==> src/rtl/inst_fetch_queue.sv <==
// Fetch stage behind the PC register: issues in-order imem reads and pairs each PC with its returned word for decode.
// Optional misaligned-fetch exception entries are enabled by defining FETCH_ADEF_CHECK_EN.
module inst_fetch_queue #(
    parameter int unsigned DEPTH    = 4,
    parameter logic [31:0] RESET_PC = 32'h1c000000
) (
    input  logic        clk,
    input  logic        rst,
    input  logic [31:0] pc,
    output logic        pc_enable,
    input  logic        flush,
    output logic        imem_req_valid,
    input  logic        imem_req_ready,
    output logic [31:0] imem_addr,
    input  logic        imem_rsp_valid,
    input  logic [31:0] imem_rsp_data,
    output logic        id_valid,
    input  logic        id_ready,
    output logic [31:0] id_pc,
    output logic [31:0] id_inst,
    output logic        id_adef
);
    localparam int unsigned PTR_W = $clog2(DEPTH);
    localparam int unsigned CNT_W = PTR_W + 1;
    localparam int unsigned SUM_W = CNT_W + 1;

    logic [31:0]      entPc_q     [DEPTH];
    logic [31:0]      entPc_d     [DEPTH];
    logic [31:0]      entInst_q   [DEPTH];
    logic [31:0]      entInst_d   [DEPTH];
    logic             entFilled_q [DEPTH];
    logic             entFilled_d [DEPTH];
    logic             entAdef_q   [DEPTH];
    logic             entAdef_d   [DEPTH];

    logic [PTR_W-1:0] wrPtr_q, wrPtr_d;
    logic [PTR_W-1:0] fillPtr_q, fillPtr_d;
    logic [PTR_W-1:0] rdPtr_q, rdPtr_d;
    logic [CNT_W-1:0] count_q, count_d;
    logic [CNT_W-1:0] outstanding_q, outstanding_d;
    logic [CNT_W-1:0] dropCnt_q, dropCnt_d;

    logic             misaligned;
    logic             canIssue;
    logic             reqFire;
    logic             adefFire;
    logic             allocEn;
    logic             popEn;
    logic [PTR_W-1:0] fillIdx;

`ifdef FETCH_ADEF_CHECK_EN
    // Exception entries are born filled, so a response belongs to the oldest allocated entry still waiting.
    always_comb begin
        logic [PTR_W-1:0] idx;
        logic [PTR_W-1:0] age;
        logic             found;
        fillIdx = fillPtr_q;
        found   = 1'b0;
        idx     = '0;
        age     = '0;
        for (int i = 0; i < int'(DEPTH); i++) begin
            idx = fillPtr_q + PTR_W'(i);
            age = idx - rdPtr_q;
            if (!found && ({1'b0, age} < count_q) && !entFilled_q[idx]) begin
                fillIdx = idx;
                found   = 1'b1;
            end
        end
    end
    assign misaligned = (pc[1:0] != 2'b00);
`else
    assign fillIdx    = fillPtr_q;
    assign misaligned = 1'b0;
`endif

    // Slots still owed a stale response keep their credit until it drains.
    assign canIssue       = !rst && !flush &&
                            (({1'b0, count_q} + {1'b0, dropCnt_q}) < SUM_W'(DEPTH));
    assign imem_req_valid = canIssue && !misaligned;
    assign adefFire       = canIssue && misaligned;
    assign reqFire        = imem_req_valid && imem_req_ready;
    assign allocEn        = reqFire || adefFire;
    assign pc_enable      = allocEn;
    assign imem_addr      = pc;

    assign id_valid = (count_q != '0) && entFilled_q[rdPtr_q];
    assign id_pc    = entPc_q[rdPtr_q];
    assign id_inst  = entInst_q[rdPtr_q];
    assign id_adef  = entAdef_q[rdPtr_q];
    assign popEn    = id_valid && id_ready;

    always_comb begin
        entPc_d       = entPc_q;
        entInst_d     = entInst_q;
        entFilled_d   = entFilled_q;
        entAdef_d     = entAdef_q;
        wrPtr_d       = wrPtr_q;
        fillPtr_d     = fillPtr_q;
        rdPtr_d       = rdPtr_q;
        count_d       = count_q;
        outstanding_d = outstanding_q - CNT_W'(imem_rsp_valid);
        dropCnt_d     = dropCnt_q;
        if (flush) begin
            wrPtr_d   = '0;
            fillPtr_d = '0;
            rdPtr_d   = '0;
            count_d   = '0;
            dropCnt_d = outstanding_q - CNT_W'(imem_rsp_valid);
            for (int i = 0; i < int'(DEPTH); i++) begin
                entFilled_d[i] = 1'b0;
            end
        end else begin
            if (allocEn) begin
                entPc_d[wrPtr_q]     = pc;
                entInst_d[wrPtr_q]   = '0;
                entFilled_d[wrPtr_q] = adefFire;
                entAdef_d[wrPtr_q]   = adefFire;
                wrPtr_d              = wrPtr_q + PTR_W'(1);
            end
            if (imem_rsp_valid) begin
                if (dropCnt_q != '0) begin
                    dropCnt_d = dropCnt_q - CNT_W'(1);
                end else begin
                    entInst_d[fillIdx]   = imem_rsp_data;
                    entFilled_d[fillIdx] = 1'b1;
                    fillPtr_d            = fillIdx + PTR_W'(1);
                end
            end
            if (popEn) begin
                entFilled_d[rdPtr_q] = 1'b0;
                rdPtr_d              = rdPtr_q + PTR_W'(1);
            end
            count_d       = count_q + CNT_W'(allocEn) - CNT_W'(popEn);
            outstanding_d = outstanding_q + CNT_W'(reqFire) - CNT_W'(imem_rsp_valid);
        end
    end

    always_ff @(posedge clk) begin
        if (rst) begin
            entPc_q       <= '{default: '0};
            entInst_q     <= '{default: '0};
            entFilled_q   <= '{default: 1'b0};
            entAdef_q     <= '{default: 1'b0};
            wrPtr_q       <= '0;
            fillPtr_q     <= '0;
            rdPtr_q       <= '0;
            count_q       <= '0;
            outstanding_q <= '0;
            dropCnt_q     <= '0;
        end else begin
            entPc_q       <= entPc_d;
            entInst_q     <= entInst_d;
            entFilled_q   <= entFilled_d;
            entAdef_q     <= entAdef_d;
            wrPtr_q       <= wrPtr_d;
            fillPtr_q     <= fillPtr_d;
            rdPtr_q       <= rdPtr_d;
            count_q       <= count_d;
            outstanding_q <= outstanding_d;
            dropCnt_q     <= dropCnt_d;
        end
    end

    // The PC register must reset to a word-aligned address, and queued plus stale slots never exceed DEPTH.
    always_ff @(posedge clk) begin
        if (!rst) begin
            assert (RESET_PC[1:0] == 2'b00);
            assert (({1'b0, count_q} + {1'b0, dropCnt_q}) <= SUM_W'(DEPTH));
        end
    end
endmodule
==> config.mk <==
export PLATFORM = sky130hd
export DESIGN_NAME = inst_fetch_queue
export DESIGN_NICKNAME = d
export VERILOG_FILES = /design/src/rtl/inst_fetch_queue.sv
export SDC_FILE = /design/constraint.sdc
export NUM_CORES = 1
export LEC_CHECK = 0
export CAP_MARGIN = 0
export CORE_AREA = 2 2 160 162
export CTS_BUF_LIST = sky130_fd_sc_hd__clkbuf_8
export DETAILED_ROUTE_END_ITERATION = 6
export DIE_AREA = 0 0 162 164
export PLACE_DENSITY_LB_ADDON = 0.08
export SKIP_CTS_REPAIR_TIMING = 1
export SYNTH_ARGS = -nofsm -noshare
export SYNTH_HDL_FRONTEND = slang
export SYNTH_SLANG_ARGS = --single-unit
==> constraint.sdc <==
create_clock -name clk -period 2.95 [get_ports clk]
set_clock_uncertainty 0.1 [all_clocks]
set_input_delay 0.885 -clock clk [delete_from_list [all_inputs] [get_ports clk]]
set_output_delay 0.885 -clock clk [all_outputs]
set_load 0.005 [all_outputs]
# Word level (Yosys, flattened, before mapping)
# Cells that the tools add are included.
[op_classes] add_sub_neg=10 n_lt_le_gt_ge=7 mux=38 n_bitwise=13 n_reduce_logical=18
[op_table] op="two-way mux 128 bit" n=4
[op_table] op="bitwise mux 128 bit" n=2
[op_table] op="two-way mux 32 bit" n=6
[op_table] op="bitwise AND 128 bit" n=1
[op_table] op="binary-select mux 32 bit (select 2 bit)" n=2
[op_table] op="demux 32 bit (select 2 bit)" n=2
[op_table] op="inverter 128 bit" n=1
[op_table] op="two-way mux 4 bit" n=6
[op_table] op="bitwise AND 4 bit" n=3
[op_table] op="two-way mux 3 bit" n=4
[op_table] op="greater-or-equal comparator 3 bit, second input constant" n=3
[op_table] op="less-than comparator 3 x 1 -> 1 bit, second input constant" n=3
[op_table] op="inverter 2 -> 3 bit" n=3
[op_table] op="subtractor 3 x 1 -> 3 bit" n=3
[op_table] op="logical AND 1 bit" n=8
[op_table] op="inverter 4 bit" n=2
[op_table] op="two-way mux 1 bit" n=7
[op_table] op="adder 2 x 1 -> 2 bit, second input constant" n=3
[op_table] op="adder 3 x 1 -> 3 bit" n=2
[op_table] op="demux 1 bit (select 2 bit)" n=3
[op_table] op="AND reduction 2 bit" n=3
[op_table] op="nonzero test 3 bit" n=2
[op_table] op="adder 3 x 3 -> 4 bit" n=1
[op_table] op="binary-select mux 1 bit (select 2 bit)" n=2
[op_table] op="other kinds (7)" n=10
[word_totals] reg_bits=279 in_bits=70

# Depth between registers and ports, before layout
[depth] depth_word=15 ltp_mapped=11 mapped_depth_nobuf=9

# Worst setup path after synthesis
# Ideal clock, no wire load.
[synth_timing] path_type="input to register" start="in rst" end="reg outstanding_q[2]" setup_ns=0.128 arrival_ns=2.684 slack_ns=0.038 path_stages=11 path_buffers=3 path_cell_list="clkbuf_1 nor2_1 buf_2 and4_1 buf_2 ha_1 fa_1 xor2_1 o21ai_0 xnor2_1 nor2_1"
[synth_via] elab_chain_cells=7
[synth_rtl] item="from (decl)" line_no="8" rtl="input logic rst,"
[synth_rtl] item="logical NOT 1 bit"
[synth_rtl] item="logical AND 1 bit (2 in series)" line_no="77" rtl="assign canIssue = !rst && !flush &&"
[synth_rtl] item="logical AND 1 bit" line_no="81" rtl="assign reqFire = imem_req_valid && imem_req_ready;"
[synth_rtl] item="named net pc_enable" line_no="10" rtl="output logic pc_enable,"
[synth_rtl] item="adder 3 x 1 -> 3 bit" line_no="134" rtl="outstanding_d = outstanding_q + CNT_W'(reqFire) - CNT_W'(imem_rsp_valid);"
[synth_rtl] item="subtractor 3 x 1 -> 3 bit" line_no="134"
[synth_rtl] item="two-way mux 3 bit" line_no="103" rtl="if (flush) begin"
[synth_rtl] item="to (signal assigned)" line_no="159" rtl="outstanding_q <= outstanding_d;"
[synth_rtl] item="to (decl)" line_no="40" rtl="logic [CNT_W-1:0] outstanding_q, outstanding_d;"
# The timed path passes the listed nets, and every way through them passes these cells.
# A chain may end at the register's enable or synchronous reset.

# Worst setup path in the final report
[layout_timing] start="reg rdPtr_q[0]" end="out id_inst[6]"
[layout_via] elab_chain_cells=4
[layout_rtl] item="from (decl)" line_no="38" rtl="logic [PTR_W-1:0] rdPtr_q, rdPtr_d;"
[layout_rtl] item="from (signal assigned)" line_no="157" rtl="rdPtr_q <= rdPtr_d;"
[layout_rtl] item="inverter 2 -> 3 bit (not written as such)" line_no="88" rtl="assign id_inst = entInst_q[rdPtr_q];"
[layout_rtl] item="binary-select mux 32 bit (select 2 bit)" line_no="88"
[layout_rtl] item="two-way mux 32 bit (not written as such) (2 in series)" line_no="88"
[layout_rtl] item="to (decl)" line_no="20" rtl="output logic [31:0] id_inst,"
# No other way between the ends. The select of a mux whose other input is x is not followed.

==> reports/metrics.yaml <==
status: "finished with violations"
violations: "setup timing"
final.period_utilization: 1.03
fin_nets: 1672
dieArea_sq_um: 26600
grt_pass1_wl_um: 56600
hold_class: "reg2reg"
clk_latency_ps: 550
max_slew_margin: 0.385
ys_ff_latch: 279
combPwrFrac: 0.103
synthesis.area_sq_um: 12800
tightestPinTransition_ps: 922
netlist_instances: 1408
synth_ff_type: "dfxtp_1"
seq_power_share: 0.472
clkPwrFrac: 0.425
grtUsageTotal: 0.264
antenna_found_initial: 1
globalplace.congestion: 0.781
grt_max_degree: 182
antenna_cells: 0
syn-mean-instance-area_sq_um: 9.08
r2r_slack_ps: 220
cts-root-buf: "clkbuf_8"
dp_hpwl_um: 20400
initial_core_util: 0.515
worst_r2r_endpoint: "count_q[2]"
yosys_warnings: 0
htreeDepth: 2
p_sw_frac: 0.242
critPathMaxFanout: 9
vias: 11300
drive_gt1_frac: 0.190
wl_per_cell_um: 18.5
cts_made_buffers: 48
total_leakage_power_nw: 6.17
max_cap_violations: 0
synth_commonest_cells: "dfxtp_1 (279), a21oi_1 (264), nand2_1 (264)"
critPathRequiredTime_ps: 1970
die_y_um: 164
synth_top_cell_by_area: "dfxtp_1"
antenna_left: 0
synth_edf_count: 0
cts_tree: "done"
grt_overflow: 0
cts_max_path_buffers: 3
finalSetupTns_ps: -1840
max_freq_ghz: 0.329
syn-num-nets: 1502
timing_hold_violations_final: 0
power_density_nw_per_um2: 510
drv_slew: 0
core_area_sq_um: 24800
setup_viol: 33
grt_setup_unrepaired: "yes"
drc_errors: 0
yosysMostFrequentCell: "dfxtp_1"
p_switching_mw: 2.00
ys_seq_area_frac: 0.437
start_kind: "flip-flop"
synth_area_leaders: "dfxtp_1 (44%), mux4_2 (12%), a21oi_1 (10%)"
ys_types: 37
reg2reg_depth: 10
critical_path_class: "reg2out"
post-route-min-period_ps: 3040
p_total_mw: 8.26
setup_ws_ps: -89.7
grt_pass1_vias: 11000
crit_start: "rdPtr_q[0]"
p_int_mw: 6.26
num_rows: 58
wl_um: 35900
peakVddDrop_mv: 0.329
syn2layout_area_growth_pct: 26.8
chipWidth_um: 162
viasPerCell: 5.81
drt_first_pass_iters: 5
arrival_ps: 2050
ios: 170
io_buffers: 169
r2r-start: "rdPtr_q[0]"
end_kind: "output port"
ys_async_sr_fraction: 0
whs_ps: 352
cts.sinks: 279
cp-endpoint: "id_inst[6]"
cts.clk_slew.worst_paths_ps: 60
drtIter0Drc: 867
synth_top_area_frac: 0.437
cell type report:
type | count | area, sq um
Tap cell | 330 | 413
Clock buffer | 67 | 922
Timing Repair Buffer | 288 | 2850
Fill cell | 2074 | 8600
Sequential cell | 279 | 5600
Multi-Input combinational cell | 945 | 6300
Clock inverter | 17 | 65.1
Inverter | 16 | 60.1
kinds of logic (layout without fill, tap and decap cells):
family	Yosys count	in the layout	synth area share
xor+xnor	10	10	0.00685
buf+inv	184	388	0.0736
fa+ha+maj	24	24	0.0247
simple gates	438	438	0.152
compound gates	405	405	0.188
flops	279	279	0.437
mux	68	68	0.118
stage by stage:
step | instances | instance area (sq um) | utilization | setup WS (ps)
3_3_place_gp | 1824 | 14900 | 0.600 | -111
6_report | 1942 | 16200 | 0.653 | -89.7
5_1_grt | 1942 | 16200 | 0.653 | -144
4_1_cts | 1908 | 15900 | 0.640 | -400
3_5_place_dp | 1824 | 14900 | 0.600 | -175
2_1_floorplan | 1408 | 12800 | - | 38.1
power groups by stage:
stage	sequential (mW)	combinational, mW	clock [mW]
after floorplan	3.97	0.434	0
after global placement	3.98	0.849	0
after detailed placement	3.98	0.859	0
after CTS	3.90	0.865	3.57
after global routing	3.91	0.918	3.73
final	3.90	0.849	3.51
sequential cells by signal, summed over array words and instances, names as in the netlist:
register       flops
entInst_q        128
entPc_q          128
entAdef_q          4
entFilled_q        4
count_q            3
dropCnt_q          3
outstanding_q      3
fillIdx            2
rdPtr_q            2
wrPtr_q            2
placed cells by master (no fill, tap or decap), drive strengths merged, types with 5 or more instances in the layout:
cell type / count
a21oi: 264
a22oi: 127
and2: 7
and4: 5
buf: 119
clkbuf: 99
clkdlybuf4s50: 98
dfxtp: 279
dlymetal6s2s: 39
ha: 22
inv: 32
mux4: 66
nand2: 264
nand3: 130
nor2: 13
nor3b: 5
xnor2: 9
worst min-delay path by stage:
stage                           start          end  slack (ps)  cells after the start
after global placement    entPc_q[76]  entPc_q[76]         340                      2
final                     entPc_q[36]  entPc_q[36]         350                      2
after CTS                 entPc_q[55]  entPc_q[55]         350                      2
after floorplan           entPc_q[32]  entPc_q[32]         330                      2
after global routing      entPc_q[25]  entPc_q[25]         360                      2
after detailed placement  entPc_q[55]  entPc_q[55]         340                      2
worst max-delay path: stages (launching register included):
cell            delay, ps
dfxtp_4               430
buf_4                 140
buf_12                120
buf_4                 130
mux4_2                510
dlymetal6s2s_1        170
per-layer routing:
layer | GRT usage | vias to the layer above | wire length (um)
met3 | 0.0394 | 53 | 2510
li1 | - | 5367 | -
met5 | 0 | - | 0
met1 | 0.331 | 5445 | 14700
met4 | 0.0772 | 0 | 614
met2 | 0.471 | 418 | 18100
No activity file was read; power rests on OpenSTA's default activity.
